--- config.mk ---
export PLATFORM = sky130hd
export DESIGN_NAME = tdc_readout_arbiter_flat
export DESIGN_NICKNAME = d
export VERILOG_FILES = /design/src/rtl/tdc_readout_arbiter_pkg.sv /design/src/rtl/tdc_readout_arbiter_if.sv /design/src/rtl/tdc_readout_arbiter_fwft_fifo.sv /design/src/rtl/tdc_readout_arbiter.sv /design/src/flat_wrapper.sv
export SDC_FILE = /design/constraint.sdc
export NUM_CORES = 1
export LEC_CHECK = 0
export ABC_AREA = 1
export ABC_CLOCK_PERIOD_IN_PS = 4100
export BUFFER_PORTS_ARGS = -buffer_cell sky130_fd_sc_hd__buf_2
export CAP_MARGIN = 20
export CELL_PAD_IN_SITES_DETAIL_PLACEMENT = 2
export CELL_PAD_IN_SITES_GLOBAL_PLACEMENT = 2
export CORE_MARGIN = 8
export CORE_UTILIZATION = 34
export CTS_CLUSTER_DIAMETER = 50
export CTS_CLUSTER_SIZE = 30
export DETAILED_ROUTE_END_ITERATION = 6
export HOLD_SLACK_MARGIN = 0.08
export PLACE_DENSITY = 0.85
export SLEW_MARGIN = 20
export SYNTH_ARGS = -nofsm -noshare
export SYNTH_HDL_FRONTEND = slang
export SYNTH_SLANG_ARGS = --single-unit
--- constraint.sdc ---
create_clock -name BUS_CLK -period 4.1 [get_ports BUS_CLK]
set_clock_uncertainty 0.05 [all_clocks]
set_input_delay 0.615 -clock BUS_CLK [delete_from_list [all_inputs] [get_ports BUS_CLK]]
set_output_delay 0.615 -clock BUS_CLK [all_outputs]
set_load 0.005 [all_outputs]
--- src/rtl/tdc_readout_arbiter_pkg.sv ---
// Shared types and constants for the TDC readout arbiter slice.
package tdc_readout_arbiter_pkg;

  localparam int DATA_W = 32;

  typedef enum logic {
    ST_IDLE  = 1'b0,
    ST_SERVE = 1'b1
  } arb_state_t;

  function automatic int clog2(input int value);
    int r;
    r = 0;
    while ((1 << r) < value) r++;
    return r;
  endfunction

endpackage

--- src/rtl/tdc_readout_arbiter_if.sv ---
// Source-side FWFT ports of N TDCs plus the merged FWFT output port.
interface tdc_readout_arbiter_if
  import tdc_readout_arbiter_pkg::*;
#(
  parameter int N_SRC = 2
);
  logic [N_SRC-1:0]        SRC_ENABLE;
  logic [N_SRC-1:0]        SRC_FIFO_EMPTY;
  logic [DATA_W*N_SRC-1:0] SRC_FIFO_DATA;
  logic [N_SRC-1:0]        SRC_FIFO_READ;
  logic                    FIFO_READ;
  logic                    FIFO_EMPTY;
  logic [DATA_W-1:0]       FIFO_DATA;
  logic                    BUSY;
  logic [31:0]             WORD_CNT;

  modport slave (
    input  SRC_ENABLE, SRC_FIFO_EMPTY, SRC_FIFO_DATA, FIFO_READ,
    output SRC_FIFO_READ, FIFO_EMPTY, FIFO_DATA, BUSY, WORD_CNT
  );

  modport master (
    output SRC_ENABLE, SRC_FIFO_EMPTY, SRC_FIFO_DATA, FIFO_READ,
    input  SRC_FIFO_READ, FIFO_EMPTY, FIFO_DATA, BUSY, WORD_CNT
  );
endinterface

--- src/rtl/tdc_readout_arbiter_fwft_fifo.sv ---
// Small first-word-fall-through output buffer; a pushed word shows on head one clock later.
module readout_fwft_fifo
  import tdc_readout_arbiter_pkg::*;
#(
  parameter int DEPTH = 4,
  parameter int WIDTH = DATA_W,
  parameter int PTR_W = clog2(DEPTH)
) (
  input  logic             clk,
  input  logic             rst,
  input  logic             push,
  input  logic [WIDTH-1:0] push_data,
  input  logic             pop,
  output logic             empty,
  output logic [WIDTH-1:0] head,
  output logic [PTR_W:0]   count
);

  logic [WIDTH-1:0] mem [DEPTH];
  logic [PTR_W-1:0] wr_ptr;
  logic [PTR_W-1:0] rd_ptr;
  logic             pop_ok;

  assign empty  = (count == '0);
  assign pop_ok = pop & ~empty;
  // Head is forced to zero while empty so the port reads 0 out of reset.
  assign head   = empty ? '0 : mem[rd_ptr];

  always_ff @(posedge clk) begin
    if (push) mem[wr_ptr] <= push_data;
  end

  always_ff @(posedge clk) begin
    if (rst) begin
      wr_ptr <= '0;
      rd_ptr <= '0;
      count  <= '0;
    end else begin
      if (push)   wr_ptr <= wr_ptr + 1'b1;
      if (pop_ok) rd_ptr <= rd_ptr + 1'b1;
      case ({push, pop_ok})
        2'b10:   count <= count + 1'b1;
        2'b01:   count <= count - 1'b1;
        default: ;
      endcase
    end
  end

endmodule

--- src/rtl/tdc_readout_arbiter.sv ---
// Round-robin drain of N TDC FWFT FIFOs into one FWFT port, bounded bursts per grant.
//   state    | meaning
//   ST_IDLE  | bubble cycle: pick next enabled non-empty source after last_grant
//   ST_SERVE | pop granted source into buffer until burst limit, empty or disable
module tdc_readout_arbiter
  import tdc_readout_arbiter_pkg::*;
#(
  parameter int N_SRC     = 2,
  parameter int MAX_BURST = 8,
  parameter int DEPTH     = 4
) (
  input logic                  BUS_CLK,
  input logic                  BUS_RST,
  tdc_readout_arbiter_if.slave bus
);

  localparam int SEL_W   = (N_SRC > 1) ? clog2(N_SRC) : 1;
  localparam int BURST_W = clog2(MAX_BURST + 1);
  localparam int PTR_W   = clog2(DEPTH);
  localparam logic [PTR_W:0]     DEPTH_C = (PTR_W + 1)'(DEPTH);
  localparam logic [BURST_W-1:0] BURST_C = BURST_W'(MAX_BURST);

  arb_state_t         state, state_nxt;
  logic [SEL_W-1:0]   sel, sel_nxt;
  logic [SEL_W-1:0]   last_grant, last_grant_nxt;
  logic [BURST_W-1:0] burst_left, burst_left_nxt;
  logic [SEL_W-1:0]   found_idx;
  logic               found;
  logic               push;
  logic [DATA_W-1:0]  sel_data;
  logic [PTR_W:0]     fifo_count;
  logic               fifo_empty;

  assign sel_data = bus.SRC_FIFO_DATA[DATA_W*sel +: DATA_W];
  // Push gate uses the registered count, so a same-cycle pop never frees a slot early.
  assign push = (state == ST_SERVE) & ~BUS_RST & bus.SRC_ENABLE[sel]
              & ~bus.SRC_FIFO_EMPTY[sel] & (fifo_count < DEPTH_C);

  always_comb begin
    int idx;
    logic [SEL_W-1:0] cand;
    found     = 1'b0;
    found_idx = '0;
    idx       = 0;
    cand      = '0;
    for (int k = 1; k <= N_SRC; k++) begin
      idx = int'(last_grant) + k;
      if (idx >= N_SRC) idx = idx - N_SRC;
      cand = SEL_W'(idx);
      if (!found && bus.SRC_ENABLE[cand] && !bus.SRC_FIFO_EMPTY[cand]) begin
        found     = 1'b1;
        found_idx = cand;
      end
    end
  end

  always_comb begin
    state_nxt      = state;
    sel_nxt        = sel;
    last_grant_nxt = last_grant;
    burst_left_nxt = burst_left;
    case (state)
      ST_IDLE: begin
        if (found) begin
          state_nxt      = ST_SERVE;
          sel_nxt        = found_idx;
          last_grant_nxt = found_idx;
          burst_left_nxt = BURST_C;
        end
      end
      ST_SERVE: begin
        if (!bus.SRC_ENABLE[sel] || bus.SRC_FIFO_EMPTY[sel]) begin
          state_nxt = ST_IDLE;
        end else if (push) begin
          burst_left_nxt = burst_left - 1'b1;
          if (burst_left == BURST_W'(1)) state_nxt = ST_IDLE;
        end
      end
      default: state_nxt = ST_IDLE;
    endcase
  end

  always_comb begin
    bus.SRC_FIFO_READ      = '0;
    bus.SRC_FIFO_READ[sel] = push;
  end

  always_ff @(posedge BUS_CLK) begin
    if (BUS_RST) begin
      state        <= ST_IDLE;
      sel          <= '0;
      last_grant   <= SEL_W'(N_SRC - 1);
      burst_left   <= '0;
      bus.WORD_CNT <= '0;
    end else begin
      state      <= state_nxt;
      sel        <= sel_nxt;
      last_grant <= last_grant_nxt;
      burst_left <= burst_left_nxt;
      if (push) bus.WORD_CNT <= bus.WORD_CNT + 32'd1;
    end
  end

  readout_fwft_fifo #(
    .DEPTH (DEPTH),
    .WIDTH (DATA_W),
    .PTR_W (PTR_W)
  ) u_fifo (
    .clk       (BUS_CLK),
    .rst       (BUS_RST),
    .push      (push),
    .push_data (sel_data),
    .pop       (bus.FIFO_READ),
    .empty     (fifo_empty),
    .head      (bus.FIFO_DATA),
    .count     (fifo_count)
  );

  assign bus.FIFO_EMPTY = fifo_empty;
  assign bus.BUSY       = (state != ST_IDLE) | ~fifo_empty;

endmodule

--- src/flat_wrapper.sv ---
// flat-port wrapper written by rule: the top's interface ports become plain ports
module tdc_readout_arbiter_flat import tdc_readout_arbiter_pkg::*;
#(
  parameter int N_SRC     = 2,
  parameter int MAX_BURST = 8,
  parameter int DEPTH     = 4
)
  (BUS_CLK, BUS_RST, bus_SRC_ENABLE, bus_SRC_FIFO_EMPTY, bus_SRC_FIFO_DATA, bus_FIFO_READ, bus_SRC_FIFO_READ, bus_FIFO_EMPTY, bus_FIFO_DATA, bus_BUSY, bus_WORD_CNT);
  tdc_readout_arbiter_if #(.N_SRC(N_SRC)) bus_i ();
  input logic BUS_CLK;
  input logic BUS_RST;
  input wire logic [$bits(bus_i.SRC_ENABLE)-1:0] bus_SRC_ENABLE;
  input wire logic [$bits(bus_i.SRC_FIFO_EMPTY)-1:0] bus_SRC_FIFO_EMPTY;
  input wire logic [$bits(bus_i.SRC_FIFO_DATA)-1:0] bus_SRC_FIFO_DATA;
  input wire logic [$bits(bus_i.FIFO_READ)-1:0] bus_FIFO_READ;
  output wire logic [$bits(bus_i.SRC_FIFO_READ)-1:0] bus_SRC_FIFO_READ;
  output wire logic [$bits(bus_i.FIFO_EMPTY)-1:0] bus_FIFO_EMPTY;
  output wire logic [$bits(bus_i.FIFO_DATA)-1:0] bus_FIFO_DATA;
  output wire logic [$bits(bus_i.BUSY)-1:0] bus_BUSY;
  output wire logic [$bits(bus_i.WORD_CNT)-1:0] bus_WORD_CNT;
  assign bus_i.SRC_ENABLE = bus_SRC_ENABLE;
  assign bus_i.SRC_FIFO_EMPTY = bus_SRC_FIFO_EMPTY;
  assign bus_i.SRC_FIFO_DATA = bus_SRC_FIFO_DATA;
  assign bus_i.FIFO_READ = bus_FIFO_READ;
  assign bus_SRC_FIFO_READ = bus_i.SRC_FIFO_READ;
  assign bus_FIFO_EMPTY = bus_i.FIFO_EMPTY;
  assign bus_FIFO_DATA = bus_i.FIFO_DATA;
  assign bus_BUSY = bus_i.BUSY;
  assign bus_WORD_CNT = bus_i.WORD_CNT;
  tdc_readout_arbiter #(.N_SRC(N_SRC), .MAX_BURST(MAX_BURST), .DEPTH(DEPTH)) u_core (.BUS_CLK(BUS_CLK), .BUS_RST(BUS_RST), .bus(bus_i));
endmodule
==> Implementation_results.wiki <==
{| class="wikitable"
! Metric !! Value
|-
| Net total in the final layout || 1077
|-
| Resized cells post-CTS || 0
|-
| Starting density of the core || 0.347
|-
| Max rail drop VDD || approximately 0.00026 V
|-
| Proportion of layout cells with a drive suffix above 1 || 0.207
|-
| Post-route non-filler standard cell count || 1295
|-
| Max Transition Viols Final || 0
|-
| Post-synthesis simple-gate area fraction || 0.230
|-
| Number of endpoints failing setup at the final stage || 0
|-
| Tightest Hold Check Type || reg2reg
|-
| Final setup TNS || 0 ps
|-
| Clock root buffer || clkbuf_16
|-
| Worst Path Required || 3430 ps
|-
| Clock latency on the worst-skew pair || between 400 and 500 ps
|-
| Number of cells in the design after placement || roughly 1300
|-
| Largest net degree at the start of global routing || 65
|-
| Chip height || roughly 170 um
|-
| Multiplexer share of the synthesized area || 0
|-
| Worst rel slew slack || 0.486
|-
| Post-CTS Setup Repair Bufs || 0
|-
| Actual transition at the worst max-transition pin || between 700 and 800 ps
|-
| Crit path DAT || roughly 2400 ps
|-
| Total CTS buffers || 17
|-
| Finished Core Util || 0.418
|-
| Fraction of registers with async set or reset after synthesis || 0
|-
| Total number of yosys warnings || 0
|-
| Number of hold violations in the final report || 0
|-
| Number of enable flip-flop cells after synthesis || 128
|-
| Hold buffers post-CTS || 0
|-
| Compound-gate portion of the synthesized area || 0.0868
|-
| Startpoint type of the worst setup path || flop
|-
| R2r worst-path depth || 7
|-
| Maximum operating frequency || around 0.32 GHz
|-
| GRT Overall Usage || 0.187
|-
| Die ar. || ~0.028 mm2
|-
| Summed instance area of the synthesized netlist || 0.00788 mm2
|-
| Unrepaired setup endpoints after global routing || false
|-
| Max H-tree Level || 4
|-
| Number of DRC violations after detailed-routing iteration 0 || 267
|-
| Die Span X || roughly 170 um
|-
| Post-synth net total || 947
|-
| Core Area || between 0.02 and 0.025 mm2
|-
| Critical Path End Type || primary output
|-
| Crit Path Category || reg2out
|-
| Sequential share of the synthesized area || 0.610
|-
| Detailed-routing iteration count for the pre-antenna-repair pass || 4
|-
| Max Buffers Root-to-Sink || 2
|-
| I/O pin count || roughly 140
|-
| Routed WL per cell || between 20 and 25 um
|-
| Wire length of the first global-routing pass || about 42000 um
|-
| Post-route ant nets || 0
|-
| Layout-stage area growth over the synthesis result || 20.3%
|-
| Most frequent cells in the layout || 197 x nor2_1, 181 x nand2_1, 138 x buf_2
|-
| Library cells used by synthesis || 34
|-
| Internal reg-to-reg setup slack || about 1700 ps
|-
| Adder-Cell Fraction of Synth Area || 0.0152
|-
| Dpl hpwl || 17800 um
|-
| Global placement routability congestion || 0.761
|-
| DR vias || between 6000 and 7000
|-
| Wire length reported by the detailed router || around 26000 um
|-
| Total DRC errors in the routed layout || 0
|-
| Maxcap violations || 0
|-
| Number of antenna violations at the first check in global routing || 0
|-
| Post-synthesis xor/xnor area fraction || 0.00778
|-
| Critical register-to-register path startpoint || u_core.sel
|-
| Main flop type after synthesis || edfxtp_1
|-
| Worst Setup EP || bus_FIFO_DATA[31]
|-
| Mean cell area of the mapped netlist || 9.09 um2
|-
| Minimum period implied by the final worst setup slack || slightly above 3000 ps
|-
| Endpoint of the most critical register-to-register path || u_core.u_fifo.mem[1][4]
|-
| CTS sink count || approximately 180
|-
| Number of input and output port buffers inserted || roughly 140
|-
| Number of placement rows || 55
|-
| Main combinational cell family by area after synthesis || simple AND/OR/NAND/NOR gates
|-
| Total congestion overflow after global routing || 0
|-
| Pwr per Cell Area || roughly 410 mW/mm2
|-
| Synthesized instance count || between 800 and 900
|-
| Antenna Diode Count || 0
|-
| Avg Vias per Cell || 5.09
|-
| Most common cell after layout, fill and taps aside || nor2_1
|-
| FF+latch count, synth || between 150 and 200
|-
| Status || completed
|-
| Portion of the clock cycle consumed by the worst path in the final layout || 0.756
|-
| Largest fanout on the critical path || 28
|-
| Vias in the first global route || 7576
|-
| Clock transition at the registers of the reported paths || ~70 ps
|-
| TritonCTS clock tree || yes
|-
| Leakage power figure || about 0.0038 uW
|}
-- cell type report --
| class | count | area [um2] |
|---|---|---|
| sequential | 176 | 4810 |
| timing repair buffer | 150 | 781 |
| clock buffer | 17 | 425 |
| inverter | 57 | 216 |
| tap | 285 | 357 |
| fill | 2549 | 13200 |
| clock inverter | 15 | 178 |
| multi-input combinational | 595 | 2720 |
-- logic make-up (layout without fill, tap and decap cells) --
group	count (synthesis)	after routing
DFF	176	176
and+or+nand+nor	443	443
buffers and inverters	96	239
AOI/OAI and AO/OA	136	136
xor gates and xnor gates	7	7
adders and majority gates	9	9
-- synthesized netlist by cell type, types with 3 or more instances --
| library cell | n | area, um2 |
|---|---|---|
| xor2_1 | 4 | 35.0 |
| dfxtp_1 | 48 | 961 |
| inv_2 | 4 | 15.0 |
| nor3_1 | 4 | 20.0 |
| nand4_1 | 9 | 56.3 |
| nand2_1 | 181 | 679 |
| clkbuf_1 | 25 | 93.8 |
| edfxtp_1 | 128 | 3840 |
| ha_1 | 8 | 100 |
| inv_1 | 51 | 191 |
| nand3_1 | 30 | 150 |
| nor2_2 | 5 | 31.3 |
| o21ai_1 | 4 | 20.0 |
| xnor2_1 | 3 | 26.3 |
| buf_6 | 3 | 33.8 |
| buf_1 | 7 | 26.3 |
| a21oi_1 | 55 | 275 |
| o21ai_0 | 74 | 370 |
| nor2_1 | 201 | 754 |
-- sequential cells by signal, indices dropped and copies added (netlist names), named ones only --
register,flops
u_core.u_fifo.mem,128
u_core.bus.WORD_CNT,32
u_core.burst_left,4
u_core.u_fifo.count,3
u_core.u_fifo.rd_ptr,2
u_core.u_fifo.wr_ptr,2
u_core.last_grant,1
u_core.sel,1
u_core.state,1
-- worst min path at each step --
stage               cells past startpoint               startpoint                 endpoint  slack [ps]
floorplan                               2  u_core.u_fifo.rd_ptr[1]                     flop         390
global placement                        1  u_core.u_fifo.rd_ptr[0]  u_core.u_fifo.rd_ptr[0]         400
detailed placement                      2  u_core.u_fifo.rd_ptr[1]  u_core.u_fifo.rd_ptr[1]         430
CTS                                     2  u_core.u_fifo.rd_ptr[1]  u_core.u_fifo.rd_ptr[1]         430
global route                            2  u_core.u_fifo.rd_ptr[1]  u_core.u_fifo.rd_ptr[1]         450
finish                                  2  u_core.u_fifo.rd_ptr[1]  u_core.u_fifo.rd_ptr[1]         440
-- stage by stage --
step / hold WS, ps / setup slack [ps] / instance area, um2 / total power [uW]
after detailed placement: 428 / 1420 / 8880 / 2230
after floorplan: 386 / 1020 / 7880 / 2110
after global placement: 404 / 1390 / 8880 / 2210
after global routing: 455 / 862 / 9480 / 4000
after CTS: 434 / 931 / 9480 / 3920
final: 441 / 1000 / 9480 / 3880
-- critical path, cell delays in order (launching register included) --
cell and delay (ps):
dfxtp_2 330, clkinv_1 590, buf_4 480, o21ai_0 270
a21oi_1 150, buf_2 170
-- routing by layer --
layer  global-route usage  wire length, um  vias to the layer above
li1                     -                -                     3126
met1                0.218            11300                     3303
met2                0.340            13500                      132
met3               0.0320              791                       36
met4               0.0668              588                        0
met5                    0                0                        -
-- power by group --
part / total (uW) / switching [uW] / internal (uW)
registers: 1940 / 11.2 / 1930
logic: 247 / 170 / 76.9
clock network: 1690 / 721 / 967
total: 3880 / 902 / 2980
Note: power is estimated with default switching activity, not from simulation.
